--- src/rtl/array_div_issue_capture_pkg.sv ---
// Shared constants for the array divider issue/capture front end.
package array_div_issue_capture_pkg;

   // Controller state encoding
   localparam logic [1:0] ST_IDLE   = 2'd0;
   localparam logic [1:0] ST_SETTLE = 2'd1;
   localparam logic [1:0] ST_DONE   = 2'd2;

   // Default geometry and timing of the 16/8 array row
   localparam int D_W_DEFAULT           = 8;
   localparam int SETTLE_CYCLES_DEFAULT = 2;

   // Quotient reported when the divisor is zero (all ones at default width)
   localparam logic [D_W_DEFAULT-1:0] DBZ_QUOTIENT = '1;

endpackage

--- src/rtl/array_div_issue_capture.sv ---
// Launches an operand pair onto an external combinational array divider,
// waits for the ripple-borrow path to settle, then captures and presents
// the quotient/remainder with divide-by-zero and overflow flags.
module array_div_issue_capture
   import array_div_issue_capture_pkg::*;
#(
   parameter int SETTLE_CYCLES = SETTLE_CYCLES_DEFAULT,
   parameter int D_W           = D_W_DEFAULT,
   parameter int N_W           = 2 * D_W
) (
   input  logic           clk,
   input  logic           rst_n,
   input  logic           in_valid,
   output logic           in_ready,
   input  logic [N_W-1:0] in_n,
   input  logic [D_W-1:0] in_d,
   output logic [N_W-1:0] div_n,
   output logic [D_W-1:0] div_d,
   input  logic [D_W-1:0] div_q,
   input  logic [D_W-1:0] div_r,
   output logic           out_valid,
   input  logic           out_ready,
   output logic [D_W-1:0] out_q,
   output logic [D_W-1:0] out_r,
   output logic           out_dbz,
   output logic           out_ovf,
   output logic           busy
);

   // Full-width all-ones quotient for the divide-by-zero result
   localparam logic [D_W-1:0] DBZ_Q = {D_W{1'b1}};
   localparam logic [3:0]     CNT_LOAD = 4'(SETTLE_CYCLES - 1);

   logic [1:0]     state_q, state_d;
   logic [3:0]     cnt_q, cnt_d;
   logic [N_W-1:0] div_n_q, div_n_d;
   logic [D_W-1:0] div_d_q, div_d_d;
   logic           ovf_r_q, ovf_r_d;
   logic [D_W-1:0] out_q_q, out_q_d;
   logic [D_W-1:0] out_r_q, out_r_d;
   logic           out_dbz_q, out_dbz_d;
   logic           out_ovf_q, out_ovf_d;

   assign in_ready  = (state_q == ST_IDLE);
   assign out_valid = (state_q == ST_DONE);
   assign busy      = (state_q != ST_IDLE);
   assign div_n     = div_n_q;
   assign div_d     = div_d_q;
   assign out_q     = out_q_q;
   assign out_r     = out_r_q;
   assign out_dbz   = out_dbz_q;
   assign out_ovf   = out_ovf_q;

   // Next-state logic: accept, settle countdown, capture, output handshake
   always_comb begin
      state_d   = state_q;
      cnt_d     = cnt_q;
      div_n_d   = div_n_q;
      div_d_d   = div_d_q;
      ovf_r_d   = ovf_r_q;
      out_q_d   = out_q_q;
      out_r_d   = out_r_q;
      out_dbz_d = out_dbz_q;
      out_ovf_d = out_ovf_q;
      case (state_q)
         ST_IDLE: begin
            if (in_valid) begin
               div_n_d = in_n;
               div_d_d = in_d;
               // Quotient fits in D_W bits only if the high half is below the divisor
               ovf_r_d = (in_d != '0) && (in_n[N_W-1:D_W] >= in_d);
               if (in_d == '0) begin
                  // Nothing to wait for: the array result is meaningless here
                  state_d   = ST_DONE;
                  out_q_d   = DBZ_Q;
                  out_r_d   = in_n[D_W-1:0];
                  out_dbz_d = 1'b1;
                  out_ovf_d = 1'b0;
               end else begin
                  state_d = ST_SETTLE;
                  cnt_d   = CNT_LOAD;
               end
            end
         end
         ST_SETTLE: begin
            if (cnt_q == 4'd0) begin
               // Array outputs are taken as-is, even when the quotient overflowed
               out_q_d   = div_q;
               out_r_d   = div_r;
               out_dbz_d = 1'b0;
               out_ovf_d = ovf_r_q;
               state_d   = ST_DONE;
            end else begin
               cnt_d = cnt_q - 4'd1;
            end
         end
         ST_DONE: begin
            if (out_ready) begin
               state_d = ST_IDLE;
            end
         end
         default: state_d = ST_IDLE;
      endcase
   end

   // State and datapath registers with synchronous active-low reset
   always_ff @(posedge clk) begin
      if (!rst_n) begin
         state_q   <= ST_IDLE;
         cnt_q     <= 4'd0;
         div_n_q   <= '0;
         div_d_q   <= '0;
         ovf_r_q   <= 1'b0;
         out_q_q   <= '0;
         out_r_q   <= '0;
         out_dbz_q <= 1'b0;
         out_ovf_q <= 1'b0;
      end else begin
         state_q   <= state_d;
         cnt_q     <= cnt_d;
         div_n_q   <= div_n_d;
         div_d_q   <= div_d_d;
         ovf_r_q   <= ovf_r_d;
         out_q_q   <= out_q_d;
         out_r_q   <= out_r_d;
         out_dbz_q <= out_dbz_d;
         out_ovf_q <= out_ovf_d;
      end
   end

endmodule

--- config.mk ---
export PLATFORM = sky130hd
export DESIGN_NAME = array_div_issue_capture
export DESIGN_NICKNAME = d
export VERILOG_FILES = /design/src/rtl/array_div_issue_capture_pkg.sv /design/src/rtl/array_div_issue_capture.sv
export SDC_FILE = /design/constraint.sdc
export NUM_CORES = 1
export LEC_CHECK = 0
export CORE_ASPECT_RATIO = 0.7
export CORE_MARGIN = 2
export CORE_UTILIZATION = 46
export CTS_CLUSTER_DIAMETER = 40
export DETAILED_ROUTE_END_ITERATION = 6
export HOLD_SLACK_MARGIN = 0.05
export PLACE_DENSITY = 0.85
export SYNTH_ARGS = -nofsm -noshare
export SYNTH_HDL_FRONTEND = slang
export SYNTH_SLANG_ARGS = --single-unit
--- constraint.sdc ---
create_clock -name clk -period 3 [get_ports clk]
set_clock_uncertainty 0.15 [all_clocks]
set_input_delay 0.45 -clock clk [delete_from_list [all_inputs] [get_ports clk]]
set_output_delay 0.45 -clock clk [all_outputs]
set_load 0.1 [all_outputs]
==> run_results.csv, run 1 <==
group,metric,value,unit
timing,finalMaxSlewViolations,0,
yosys,ys.flop_type,"dfxtp_1",
die,fp.dieH,61.6,um
yosys,syn_inst,249,
status,status,"finished clean",
yosys,synth.most_common_cell,"nand2_1",
power_and_ir_drop,power.leakage,0.00131,uW
routing,vias,2037,
routing,first_iter_violations,72,
power_and_ir_drop,p_sw,865,uW
final_layout,diodes,0,
setup_path,arrival,2.18,ns
clocking,cts_setup_buffers,0,
power_and_ir_drop,p_per_area,641,nW/um^2
clocking,clkSinkCount,49,
routing,drcViolationCount,0,
yosys,async_reset_ff_frac,0,
global_routing,grt_use_total,0.210,
yosys,synth-warning-count,0,
clocking,clk-insertion-delay-late,0.29,ns
clocking,cts_tree,"done",
clocking,cts_hold_buf,0,
yosys,yosys-top-cells-count,"nand2_1, dfxtp_1, a21oi_1, inv_1",
global_routing,grt_start_max_net_pins,30,
global_routing,grt_pass1_wl,8650,um
final_layout,area_growth,40.6,%
timing,setup_viol,0,
power_and_ir_drop,intPower,1100,uW
setup_path,critical_path_class,"primary input to flip-flop",
setup_path,max_stage_delay,0.50,ns
global_routing,grt_antenna_before_repair,0,
routing,drt-vias-per-instance,5.22,
yosys,synth_top_cell_area_share,0.450,
die,fp-row-count,20,
place,dp.final_hpwl,4170,um
power_and_ir_drop,p_sw_frac,0.440,
clocking,cts-buffers-inserted,5,
die,dieArea,5310,um^2
power_and_ir_drop,clkPwrFrac,0.187,
final_layout,finish.utilization,0.688,
setup_path,crit_fanout,18,
timing,final.period_utilization,0.729,
timing,tightestPinTransition,0.566,ns
setup_path,cp_slowest_cell,"clkdlybuf4s50_1",
clocking,root_buffer,"clkbuf_8",
timing,timing.final.crit_period,2.19,ns
final_layout,drive_above_1_share,0.239,
setup_path,cp-end-kind,"flip-flop",
setup_path,crit_family,"compound AO/OA/AOI/OAI gates",
global_routing,grt.overflow.total,0,
setup_path,cp_num_buf_inv,1,
final_layout,nNetsFinal,388,
setup_path,crit_path_start_kind,"primary input",
die,ioPinCount,89,
die,die_w,86.3,um
yosys,yosysTopAreaCell,"dfxtp_1",
run,drv_cap,0,
timing,fmax,457,MHz
min_path,worstHoldPathType,"flip-flop to flip-flop",
setup_path,crit_required,2.99,ns
yosys,syn_area_per_cell,8.75,um^2
place,place.gp.congestion,0.786,
timing,maxSlewHeadroom,0.621,
timing,finalHoldViolCount,0,
yosys,synth_edf_count,0,
clocking,clockBufferDepth,2,
routing,postRouteAntennaNets,0,
die,core_region_area,4450,um^2
clocking,ctsResizeCount,0,
power_and_ir_drop,p_seq_frac,0.382,
power_and_ir_drop,combPwrFrac,0.431,
die,start_util,0.489,
routing,drt_pass1_iterations,4,
power_and_ir_drop,vdd_drop_max,0.413,mV
yosys,syn-num-nets,303,
clocking,cts.htree.levels,2,
routing,wl_per_cell,14.3,um
routing,totalWireLength,5580,um
place,numPortBuffers,88,
setup_path,cp_cell_sequence,"clkdlybuf4s50_1 -> nor4_4 -> nand2_2 -> o21ai_4 -> a311oi_2",
yosys,netlist-cell-type-count,41,
timing,rsz0062_at_grt,"no",
clocking,path_clk_slew,0.09,ns
timing,fin_tns_setup,0,ns
yosys,synth_area,2180,um^2
global_routing,grt_pass1_vias,1880,
yosys,yosysSeqAreaShare,0.450,
yosys,synthTopCellsByArea,"dfxtp_1, nand2_1, a21oi_1",
yosys,ys_ff_latch,49,
[power groups by stage]
stage	clock (uW)	combinational, uW	sequential (uW)
2_1_floorplan	0	262	1140
3_3_place_gp	0	837	764
3_5_place_dp	0	847	765
4_1_cts	374	849	751
5_1_grt	400	890	759
6_report	367	847	751
[per-layer routing]
layer,global-route usage,share of wire,vias up
li1,-,-,1031
met1,0.280,0.48,906
met2,0.337,0.42,96
met3,0.0684,0.096,4
met4,0.0536,0.0056,0
met5,0,0,-
[layout make-up]
class,count,area (um^2)
Multi-Input combinational cell,171,1070
Tap cell,55,68.8
Sequential cell,49,981
Fill cell,370,1390
Timing Repair Buffer,93,806
Clock inverter,2,10.0
Inverter,14,52.6
Clock buffer,6,72.6
[per-stage QoR]
stage	area, um^2	total power [uW]	setup slack, ns	cells	hold slack [ns]
2_1_floorplan	2180	1400	0.661	249	0.301
3_3_place_gp	2980	1600	0.628	382	0.295
3_5_place_dp	2980	1610	0.526	382	0.297
4_1_cts	3060	1970	0.842	390	0.309
5_1_grt	3060	2050	0.730	390	0.328
6_report	3060	1960	0.812	390	0.308
[placed cells by master (no fill, tap or decap), types with 3 or more instances in the layout]
| master | count |
|---|---|
| nand2_1 | 69 |
| buf_4 | 50 |
| dfxtp_1 | 49 |
| clkdlybuf4s50_1 | 43 |
| a21oi_1 | 27 |
| inv_1 | 12 |
| nor3_1 | 10 |
| ha_1 | 10 |
| o221a_2 | 8 |
| a311oi_1 | 6 |
| clkbuf_8 | 5 |
| o21ai_0 | 4 |
| nor2_1 | 3 |
| o21a_1 | 3 |
[cell families after synthesis]
group / Yosys count / synth area share
muxes: 1 / 0.00459
and+or+nand+nor: 101 / 0.222
buffers and inverters: 29 / 0.0597
AOI/OAI and AO/OA: 59 / 0.207
DFF: 49 / 0.450
adders and majority gates: 10 / 0.0574
[tightest hold or removal path, delay by kind of cell (launching register included)]
family / cells / cell delay, ns
and+or+nand+nor: 1 / 0.05
AOI/OAI and AO/OA: 1 / 0.05
DFF: 1 / 0.32
[path summary, 6_finish.rpt]
path | from | endpoint | slack [ns] | cells past startpoint
setup / recovery | in_d[3] | out_r[4] | 0.81 | 5
setup reg to reg | state_q[0] | out_r[4] | 0.93 | 4
hold reg to reg | div_d[4] | div_d[4] | 0.31 | 2
hold / removal | div_d[4] | div_d[4] | 0.31 | 2
[sequential cells by signal, summed over array words and instances, names as in the netlist]
signal	count
out_ovf	1
out_r	8
cnt_q	4
div_n	16
state_q	2
out_q	8
div_d	8
ovf_r_q	1
out_dbz	1
Power figures use the tool's default switching activity.
==> inputs of run 2 (changes only) <==
--- a/config.mk
+++ b/config.mk
@@ -7,11 +7,11 @@
 export LEC_CHECK = 0
 export CORE_ASPECT_RATIO = 0.7
 export CORE_MARGIN = 2
-export CORE_UTILIZATION = 46
+export CORE_UTILIZATION = 39
 export CTS_CLUSTER_DIAMETER = 40
 export DETAILED_ROUTE_END_ITERATION = 6
 export HOLD_SLACK_MARGIN = 0.05
-export PLACE_DENSITY = 0.85
+export PLACE_DENSITY = 0.77
 export SYNTH_ARGS = -nofsm -noshare
 export SYNTH_HDL_FRONTEND = slang
 export SYNTH_SLANG_ARGS = --single-unit
==> constraint.sdc (replaced) <==
create_clock -name clk -period 1.97 [get_ports clk]
set_clock_uncertainty 0.15 [all_clocks]
set_input_delay 0.2955 -clock clk [delete_from_list [all_inputs] [get_ports clk]]
set_output_delay 0.2955 -clock clk [all_outputs]
set_load 0.1 [all_outputs]
==> run_results.csv, run 2 (synthesized netlist as in run 1, its figures left out) <==
group,metric,value,unit
status,status,"finished clean",
power_and_ir_drop,clkPwrFrac,0.229,
clocking,root_buffer,"clkbuf_8",
timing,holdWs,0.311,ns
setup_path,critical_path_class,"primary input to flip-flop",
final_layout,nNetsFinal,402,
setup_path,cp-end-kind,"flip-flop",
min_path,worstHoldPathType,"flip-flop to flip-flop",
timing,finalMaxSlewViolations,0,
timing,final.period_utilization,0.950,
routing,wl_per_cell,13.8,um
clocking,clkSinkCount,49,
global_routing,grt_pass1_wl,9550,um
setup_path,crit_start,"in_d[7]",
min_path,whs_path_depth,2,
die,start_util,0.410,
min_path,worstHoldStart,"div_n[12]",
routing,drcViolationCount,0,
clocking,path_clk_slew,0.09,ns
clocking,cts_setup_buffers,0,
setup_path,ff2ff_path_depth,6,
place,pre_cts_slack,-0.202,ns
setup_path,crit_path_start_kind,"primary input",
clocking,cts-buffers-inserted,5,
timing,fin_ws,0.0979,ns
place,place.gp.congestion,0.861,
setup_path,r2r-end,"out_r[6]",
final_layout,area_growth,50.6,%
setup_path,regToRegSetupSlack,0.13,ns
die,die_w,93.4,um
routing,drt-vias-per-instance,4.88,
die,fp-row-count,22,
clocking,clockBufferDepth,2,
final_layout,drive_above_1_share,0.275,
die,ioPinCount,89,
timing,fmax,534,MHz
place,numPortBuffers,88,
power_and_ir_drop,p_sw,1350,uW
setup_path,r2r_start,"cnt_q[0]",
die,dieArea,6210,um^2
final_layout,diodes,0,
timing,maxSlewHeadroom,0.703,
power_and_ir_drop,p_seq_frac,0.353,
clocking,clk-insertion-delay-late,0.29,ns
setup_path,crit_required,2.02,ns
power_and_ir_drop,intPower,1890,uW
setup_path,crit_fanout,3,
min_path,hold_path_end,"div_n[12]",
final_layout,final_common_cell,"nand2_1",
final_layout,largest_register_ffs,16,
power_and_ir_drop,combPwrFrac,0.418,
final_layout,most-common-layout-cells,"nand2_1, buf_4, dfxtp_1",
timing,setup_viol,0,
routing,drt_pass1_iterations,5,
setup_path,cp_slowest_cell,"clkdlybuf4s50_1",
routing,postRouteAntennaNets,0,
timing,finalHoldViolCount,0,
setup_path,cp_num_buf_inv,2,
power_and_ir_drop,vdd_drop_max,0.596,mV
timing,tightestPinTransition,0.446,ns
global_routing,grt_antenna_before_repair,0,
global_routing,grt_start_max_net_pins,31,
timing,timing.final.crit_period,1.87,ns
global_routing,grt_use_total,0.195,
power_and_ir_drop,total_power,3240,uW
timing,rsz0062_at_grt,"no",
clocking,cts.htree.levels,2,
setup_path,crit_family,"buffers and inverters",
global_routing,grt_pass1_vias,1977,
final_layout,fillerInstances,472,
routing,totalWireLength,5800,um
power_and_ir_drop,p_sw_frac,0.415,
final_layout,multi_input_comb_area,1080,um^2
clocking,ctsResizeCount,0,
setup_path,arrival,1.92,ns
die,core_region_area,5310,um^2
place,dp.final_hpwl,4400,um
final_layout,seq_area,981,um^2
setup_path,max_stage_delay,0.57,ns
setup_path,cp_cell_sequence,"clkdlybuf4s50_1 -> inv_1 -> ha_1 -> a21oi_1 -> nand2_1 -> a41o_2 -> a41o_2",
global_routing,grt.overflow.total,0,
power_and_ir_drop,power.leakage,0.00140,uW
die,fp.dieH,66.5,um
setup_path,cpMostUsedCell,"a41o_2",
clocking,cts_hold_buf,0,
run,drv_cap,0,
routing,vias,2053,
routing,first_iter_violations,94,
power_and_ir_drop,p_per_area,987,nW/um^2
clocking,cts_tree,"done",
run 2: tightest hold or removal path: stages (launching register included):
cell,delay [ns]
dfxtp_1,0.32
nand2_1,0.05
a21oi_1,0.05
run 2: metal layers:
layer | global-route usage | part of all wire
met1 | 0.278 | 0.49
met2 | 0.300 | 0.43
met3 | 0.0520 | 0.077
met4 | 0.0331 | 0.0029
met5 | 0 | 0
run 2: how the worst max path moves through the flow:
stage	endpoint	slack (ns)	depth (start not counted)
5_1_grt	out_r[3]	0.02	6
4_1_cts	ovf_r_q	0.12	7
2_1_floorplan	out_r[4]	0.07	6
3_5_place_dp	ovf_r_q	-0.20	7
6_report	ovf_r_q	0.1	7
3_3_place_gp	ovf_r_q	-0.18	7
run 2: final cells by class:
type / instances / area share
clock buffer: 6 / 0.0252
clock inverter: 2 / 0.0114
inverter: 14 / 0.0168
multi-input combinational: 171 / 0.328
sequential: 49 / 0.299
tap: 72 / 0.0274
timing repair buffer: 107 / 0.293
run 2: power groups by stage:
stage / combinational (uW) / clock (uW) / sequential [uW]
after floorplan: 401 / 0 / 1740
after global placement: 1350 / 0 / 1160
after detailed placement: 1360 / 0 / 1160
after CTS: 1360 / 765 / 1140
after global routing: 1420 / 804 / 1160
final: 1350 / 742 / 1140
run 2: per-stage QoR:
step / util / std cells / area, um^2 / TNS [ns]
global route: 0.618 / 421 / 3280 / 0
finish: 0.618 / 421 / 3280 / 0
floorplan: - / 249 / 2180 / 0
global placement: 0.595 / 413 / 3160 / -1.07
CTS: 0.618 / 421 / 3280 / 0
detailed placement: 0.595 / 413 / 3160 / -1.30
==> inputs of run 3 (changes only) <==
--- a/config.mk
+++ b/config.mk
@@ -8,7 +8,7 @@
 export CORE_ASPECT_RATIO = 0.7
 export CORE_MARGIN = 2
 export CORE_UTILIZATION = 39
-export CTS_CLUSTER_DIAMETER = 40
+export CTS_CLUSTER_DIAMETER = 80
 export DETAILED_ROUTE_END_ITERATION = 6
 export HOLD_SLACK_MARGIN = 0.05
 export PLACE_DENSITY = 0.77
==> results of run 3 <==
Final layout, timing and power as in run 2 (identical DEF).
